`src/rtl/gpio_defaults_pkg.sv`:
```
// Shared types and constants for the GPIO power-on defaults serializer.
// Mode-word constants and a helper that assembles a DEFAULTS vector.
package gpio_defaults_pkg;

    localparam int unsigned DEF_WIDTH = 10;
    localparam int unsigned MAX_GPIO  = 64;

    localparam logic [DEF_WIDTH-1:0] MGMT_STD_ANALOG        = 10'h000;
    localparam logic [DEF_WIDTH-1:0] USER_STD_INPUT_NOPULL  = 10'h008;
    localparam logic [DEF_WIDTH-1:0] MGMT_STD_INPUT_NOPULL  = 10'h009;
    localparam logic [DEF_WIDTH-1:0] MGMT_STD_OUTPUT        = 10'h00b;
    localparam logic [DEF_WIDTH-1:0] MGMT_STD_INPUT_PULLDN  = 10'h049;

    typedef enum logic [1:0] {
        StIdle,
        StShift,
        StLoad
    } gpio_ser_state_e;

    // Channel k lands in bits [k*DEF_WIDTH +: DEF_WIDTH]; unused channels stay zero.
    function automatic logic [MAX_GPIO*DEF_WIDTH-1:0] pack_defaults(
        input logic [DEF_WIDTH-1:0] modes [MAX_GPIO],
        input int unsigned          num
    );
        logic [MAX_GPIO*DEF_WIDTH-1:0] v;
        v = '0;
        for (int k = 0; k < MAX_GPIO; k++) begin
            if (k < num) begin
                v[k*DEF_WIDTH +: DEF_WIDTH] = modes[k];
            end
        end
        return v;
    endfunction

endpackage

```
`src/rtl/gpio_serial_clkgen.sv`:
```
// Bit-slot phase counter for the defaults serializer: one slot is 2*CLK_DIV
// clk cycles, serial_clock low for the first half and high for the second.
module gpio_serial_clkgen #(
    parameter int unsigned CLK_DIV = 2
) (
    input  logic i_clk,
    input  logic i_resetn,
    input  logic i_run,
    input  logic i_clk_en,
    output logic o_slot_start,
    output logic o_rise_edge,
    output logic o_serial_clock
);

    localparam int unsigned PW = $clog2(2 * CLK_DIV);
    localparam logic [PW-1:0] PHASE_LAST = PW'(2 * CLK_DIV - 1);
    localparam logic [PW-1:0] PHASE_RISE = PW'(CLK_DIV - 1);

    logic [PW-1:0] r_phase;
    logic          r_sclk;

    // Pulses mark the cycle whose closing clk edge starts a slot / raises the clock.
    assign o_slot_start   = i_run && (r_phase == PHASE_LAST);
    assign o_rise_edge    = i_run && (r_phase == PHASE_RISE);
    assign o_serial_clock = r_sclk;

    always_ff @(posedge i_clk or negedge i_resetn) begin
        if (!i_resetn) begin
            r_phase <= '0;
        end else if (!i_run || o_slot_start) begin
            r_phase <= '0;
        end else begin
            r_phase <= r_phase + 1'b1;
        end
    end

    always_ff @(posedge i_clk or negedge i_resetn) begin
        if (!i_resetn) begin
            r_sclk <= 1'b0;
        end else if (!i_clk_en) begin
            r_sclk <= 1'b0;
        end else if (o_rise_edge) begin
            r_sclk <= 1'b1;
        end else if (o_slot_start) begin
            r_sclk <= 1'b0;
        end
    end

endmodule

```
`src/rtl/gpio_defaults_serializer.sv`:
```
// Shadow array of GPIO power-on configuration words, shifted serially into the
// per-pad control chain after every reset and on request, then load-strobed.
module gpio_defaults_serializer
    import gpio_defaults_pkg::*;
#(
    parameter int unsigned NUM_GPIO = 19,
    parameter int unsigned WIDTH    = DEF_WIDTH,
    parameter logic [NUM_GPIO*WIDTH-1:0] DEFAULTS = {NUM_GPIO{WIDTH'(MGMT_STD_INPUT_NOPULL)}},
    parameter int unsigned CLK_DIV  = 2,
    localparam int unsigned IDX_W   = (NUM_GPIO > 1) ? $clog2(NUM_GPIO) : 1
) (
    input  logic             i_clk,
    input  logic             i_resetn,
    input  logic             i_start,
    input  logic             i_cfg_we,
    input  logic [IDX_W-1:0] i_cfg_idx,
    input  logic [WIDTH-1:0] i_cfg_wdata,
    output logic [WIDTH-1:0] o_cfg_rdata,
    output logic             o_cfg_ready,
    output logic             o_busy,
    output logic             o_done,
    output logic             o_serial_clock,
    output logic             o_serial_load,
    output logic             o_serial_data
);

    localparam int unsigned TOTAL = NUM_GPIO * WIDTH;
    localparam int unsigned CNT_W = $clog2(TOTAL + 1);
    localparam logic [CNT_W-1:0] LAST_BIT = CNT_W'(TOTAL - 1);

    gpio_ser_state_e r_state;
    gpio_ser_state_e w_state_next;

    logic [WIDTH-1:0] r_shadow [NUM_GPIO];
    logic [TOTAL-1:0] r_shreg;
    logic [CNT_W-1:0] r_bit_cnt;
    logic             r_auto_start;
    logic             r_done;
    logic             r_load;

    logic             w_idle;
    logic             w_go;
    logic             w_wr_ok;
    logic             w_slot_start;
    logic             w_rise_edge;
    logic             w_last_bit;
    logic [TOTAL-1:0] w_stream;

    assign w_idle     = (r_state == StIdle);
    assign w_go       = w_idle && (r_auto_start || i_start);
    assign w_wr_ok    = w_idle && i_cfg_we;
    assign w_last_bit = (r_bit_cnt == LAST_BIT);

    gpio_serial_clkgen #(
        .CLK_DIV (CLK_DIV)
    ) u_clkgen (
        .i_clk          (i_clk),
        .i_resetn       (i_resetn),
        .i_run          (!w_idle),
        .i_clk_en       (r_state == StShift),
        .o_slot_start   (w_slot_start),
        .o_rise_edge    (w_rise_edge),
        .o_serial_clock (o_serial_clock)
    );

    // Out-of-range indices match no channel, so such writes drop and reads return 0.
    always_ff @(posedge i_clk or negedge i_resetn) begin
        if (!i_resetn) begin
            for (int k = 0; k < NUM_GPIO; k++) begin
                r_shadow[k] <= DEFAULTS[k*WIDTH +: WIDTH];
            end
        end else if (w_wr_ok) begin
            for (int k = 0; k < NUM_GPIO; k++) begin
                if (i_cfg_idx == IDX_W'(k)) begin
                    r_shadow[k] <= i_cfg_wdata;
                end
            end
        end
    end

    always_comb begin
        o_cfg_rdata = '0;
        for (int k = 0; k < NUM_GPIO; k++) begin
            if (i_cfg_idx == IDX_W'(k)) begin
                o_cfg_rdata = r_shadow[k];
            end
        end
    end

    // Snapshot source: includes a write committing in the same cycle as start.
    always_comb begin
        w_stream = '0;
        for (int k = 0; k < NUM_GPIO; k++) begin
            if (w_wr_ok && (i_cfg_idx == IDX_W'(k))) begin
                w_stream[k*WIDTH +: WIDTH] = i_cfg_wdata;
            end else begin
                w_stream[k*WIDTH +: WIDTH] = r_shadow[k];
            end
        end
    end

    always_ff @(posedge i_clk or negedge i_resetn) begin
        if (!i_resetn) begin
            r_state <= StIdle;
        end else begin
            r_state <= w_state_next;
        end
    end

    always_comb begin
        w_state_next = r_state;
        unique case (r_state)
            StIdle: begin
                if (w_go) begin
                    w_state_next = StShift;
                end
            end
            StShift: begin
                if (w_slot_start && w_last_bit) begin
                    w_state_next = StLoad;
                end
            end
            StLoad: begin
                if (w_slot_start) begin
                    w_state_next = StIdle;
                end
            end
            default: w_state_next = StIdle;
        endcase
    end

    // MSB of the shift register is the line; the final shift empties it, leaving data low.
    always_ff @(posedge i_clk or negedge i_resetn) begin
        if (!i_resetn) begin
            r_auto_start <= 1'b1;
            r_done       <= 1'b0;
            r_load       <= 1'b0;
            r_shreg      <= '0;
            r_bit_cnt    <= '0;
        end else begin
            r_load <= (w_state_next == StLoad);
            if (w_go) begin
                r_auto_start <= 1'b0;
                r_done       <= 1'b0;
                r_shreg      <= w_stream;
                r_bit_cnt    <= '0;
            end else if ((r_state == StShift) && w_slot_start) begin
                r_shreg   <= r_shreg << 1;
                r_bit_cnt <= r_bit_cnt + 1'b1;
            end else if ((r_state == StLoad) && w_slot_start) begin
                r_done <= 1'b1;
            end
        end
    end

    assign o_busy        = !w_idle;
    assign o_cfg_ready   = w_idle;
    assign o_done        = r_done;
    assign o_serial_load = r_load;
    assign o_serial_data = r_shreg[TOTAL-1];

endmodule
```
`config.mk`:
```
export PLATFORM = sky130hd
export DESIGN_NAME = gpio_defaults_serializer
export DESIGN_NICKNAME = d
export VERILOG_FILES = /design/src/rtl/gpio_defaults_pkg.sv /design/src/rtl/gpio_serial_clkgen.sv /design/src/rtl/gpio_defaults_serializer.sv
export SDC_FILE = /design/constraint.sdc
export NUM_CORES = 1
export LEC_CHECK = 0
export CAP_MARGIN = 20
export CORE_UTILIZATION = 50
export DETAILED_ROUTE_END_ITERATION = 10
export PLACE_DENSITY = 0.66
export SYNTH_ARGS = -nofsm -noshare
export SYNTH_HDL_FRONTEND = slang
export SYNTH_SLANG_ARGS = --single-unit
```
`constraint.sdc`:
```
create_clock -name i_clk -period 3.8 [get_ports i_clk]
set_input_delay 0.38 -clock i_clk [delete_from_list [all_inputs] [get_ports i_clk]]
set_output_delay 0.38 -clock i_clk [all_outputs]
set_load 0.02 [all_outputs]
```
==> out/metrics.csv <==
metric,value,unit
post-place-ws,0.0830,ns
rsz0062_at_grt,true,
syn_nets,1681,
grtUsageTotal,0.295,
synth.largest_area_cell,dfrtp_1,
wire_per_inst,23.5,um
cp_slowest_cell,clkdlybuf4s50_1,
syn_area,17800,sq um
pin_count,35,
syn_inst,1658,
cts.clk_slew.worst_paths,0.06,ns
crit_path_start_kind,primary input,
areaGrowthSynthToFinish,15.2,%
yosysMostFrequentCell,nand2_1,
ys_types,64,
synth_area_leaders,"dfrtp_1 50%, mux2_2 11%, nand2_1 8.3%",
cts_tree,done,
clock_latency,0.56,ns
cts_inserted_buffers,43,
skew,0.00785,ns
die_h,191,um
slowest_delay,0.56,ns
gp_congestion,0.945,
cap_violations,0,
peakVddDrop,0.618,mV
viasPerCell,6.14,
fillers,2969,
crit_top_cell,clkdlybuf4s50_1,
cts_root_buffer,clkbuf_16,
placed_area,19100,sq um
drtIter0Drc,1194,
grt_antenna_before_repair,2,
hp-class,primary input to asynchronous set/reset pin,
hold_violations,0,
power_density,517,nW/um^2
synth_area_per_cell,10.8,sq um
worst_slack,0.0551,ns
start_util,0.512,
synthArstFlopShare,1.00,
synth.top_cell.area_share,0.501,
ys_warn_count,0,
required,3.42,ns
clkSinkCount,396,
die_area,36400,sq um
crit_fanout,5,
synth-seq-cells,396,
period_share,0.985,
final_net_count,1737,
slew_viol_final,0,
yosys_most_used_dff,dfrtp_1,
coreArea,34800,sq um
drive_gt1_frac,0.236,
path_class,primary input to primary output,
stdcell_area,20500,sq um
overflow,0,
rows,68,
route.detailed.drc,0,
cellLeakagePower,10.2,nW
routed_wl,51700,um
synth_common_cells,"395 x nand2_1, 357 x dfrtp_1, 184 x a22oi_1, 181 x mux2_2, 93 x clkbuf_1",
max_freq,267,MHz
tightest_slew,0.943,ns
setup_viol,0,
period_minus_slack,3.74,ns
dieWidth,191,um
crit_chain,clkdlybuf4s50_1 -> or4b_4 -> a2bb2oi_1 -> a221o_1 -> a221oi_2 -> a211oi_1 -> or3_1 -> clkdlybuf4s50_1,
cp.arrival,3.36,ns
outcome,finished clean,
grt_max_degree,197,
max-slew-margin-rel,0.371,
dp_hpwl,34400,um
grt_pass1_wl,80700,um
ctsHtreeMaxLevel,2,
drtAntennaViolNets,0,
fin_util,0.590,
grt_pass1_vias,13600,
io_buffer_count,34,
yosysSeqAreaShare,0.559,
synth-edff-count,0,
post_cts_buffers,0,
clk_path_buf_depth,3,
drt_first_pass_iters,7,
cp-end-kind,primary output,
route.vias.total,13500,
==> critical path: cells and delay by family <==
family	cells	cell delay, ns
compound gates	4	0.93
buf+inv	2	1.09
simple gates	2	0.97
==> worst paths after layout <==
path                                     start                   to  slack (ns)  cells past startpoint
max                               i_cfg_idx[2]       o_cfg_rdata[3]        0.06                      8
min                                   i_resetn           r_shreg[4]        0.43                      2
max reg2reg                         r_state[1]          r_shreg[49]        1.09                      6
min reg2reg                u_clkgen.r_phase[0]  u_clkgen.r_phase[0]        0.48                      1
max in group asynchronous             i_resetn        r_shadow[133]        2.36                      3
min in group i_clk         u_clkgen.r_phase[0]  u_clkgen.r_phase[0]        0.48                      1
==> cells by family (layout without fill, tap and decap cells) <==
kind of cell,count (synthesis),in the layout,synth area share
simple gates,556,556,0.132
flops,396,396,0.559
compound gates,379,379,0.150
mux,196,196,0.126
buf+inv,122,211,0.0275
xor+xnor,5,5,0.00246
fa+ha+maj,4,4,0.00281
other cells,0,1,0
==> layer usage <==
layer | part of all wire | global-route usage | vias up | wire (um)
met2 | 0.47 | 0.473 | 464 | 24100
met4 | 0.038 | 0.116 | 0 | 1940
li1 | - | - | 6036 | -
met1 | 0.44 | 0.408 | 6893 | 22800
met5 | 0 | 0 | - | 0
met3 | 0.054 | 0.0374 | 128 | 2790
==> where the power goes <==
| group | leakage, nW | switching [mW] | internal [mW] |
|---|---|---|---|
| clock network | 0.691 | 1.68 | 2.46 |
| registers | 5.35 | 0.189 | 4.49 |
| logic | 4.17 | 1.32 | 0.475 |
| total | 10.2 | 3.19 | 7.42 |
==> cell type report <==
| type | count | area (sq um) | share of cell area |
|---|---|---|---|
| antenna | 1 | 2.50 | 0.000122 |
| clock buffer | 68 | 1320 | 0.0644 |
| clock inverter | 10 | 87.6 | 0.00427 |
| inverter | 9 | 33.8 | 0.00165 |
| multi-input combinational | 1140 | 7420 | 0.361 |
| sequential | 396 | 9960 | 0.485 |
| tap | 455 | 569 | 0.0277 |
| timing repair buffer | 124 | 1130 | 0.0553 |
==> cell usage in the layout, fill, tap and decap left out, types with 4 or more instances in the layout <==
cell type	count
nand2_1	395
dfrtp_1	357
a22oi_1	184
mux2_2	181
buf_4	80
nor2_1	48
clkbuf_16	45
o21ai_0	41
a21oi_1	41
dfstp_2	39
clkdlybuf4s50_1	28
o22ai_1	23
nand3_1	21
a21o_1	16
nor2b_1	14
nor3_1	14
a22o_1	13
nand2b_1	12
clkbuf_1	12
clkbuf_8	11
mux2_4	10
nor2_2	9
or3_1	8
inv_1	8
o221ai_1	8
a221oi_1	7
a211oi_1	7
a2bb2oi_1	6
a31oi_1	6
buf_12	6
mux2i_1	5
clkinv_2	5
xor2_1	4
o211ai_1	4
and3_1	4
o22a_1	4
ha_1	4
dlymetal6s2s_1	4
==> flip-flops by register name (all words and copies together) (netlist names) <==
| signal | cells |
|---|---|
| o_done | 1 |
| o_serial_load | 1 |
| r_auto_start | 1 |
| r_bit_cnt | 8 |
| r_shadow | 190 |
| r_shreg | 190 |
| r_state | 2 |
| u_clkgen.o_serial_clock | 1 |
| u_clkgen.r_phase | 2 |
==> stage by stage <==
stage	TNS, ns	std cells	total power [mW]	hold WS (ns)
after floorplan	0	1658	5.86	0.0844
after global placement	0	2121	6.50	0.458
after detailed placement	0	2123	6.55	0.473
after CTS	0	2202	10.7	0.478
after global routing	-0.00155	2202	11.1	0.506
final	0	2203	10.6	0.430
==> repair_timing <==
item	4_1_cts	5_1_grt
hold buffers	1	0
setup endpoints to repair	0	10
gates resized for setup	0	10
hold endpoints to repair	78	0
Note: power is estimated with default switching activity, not from simulation.
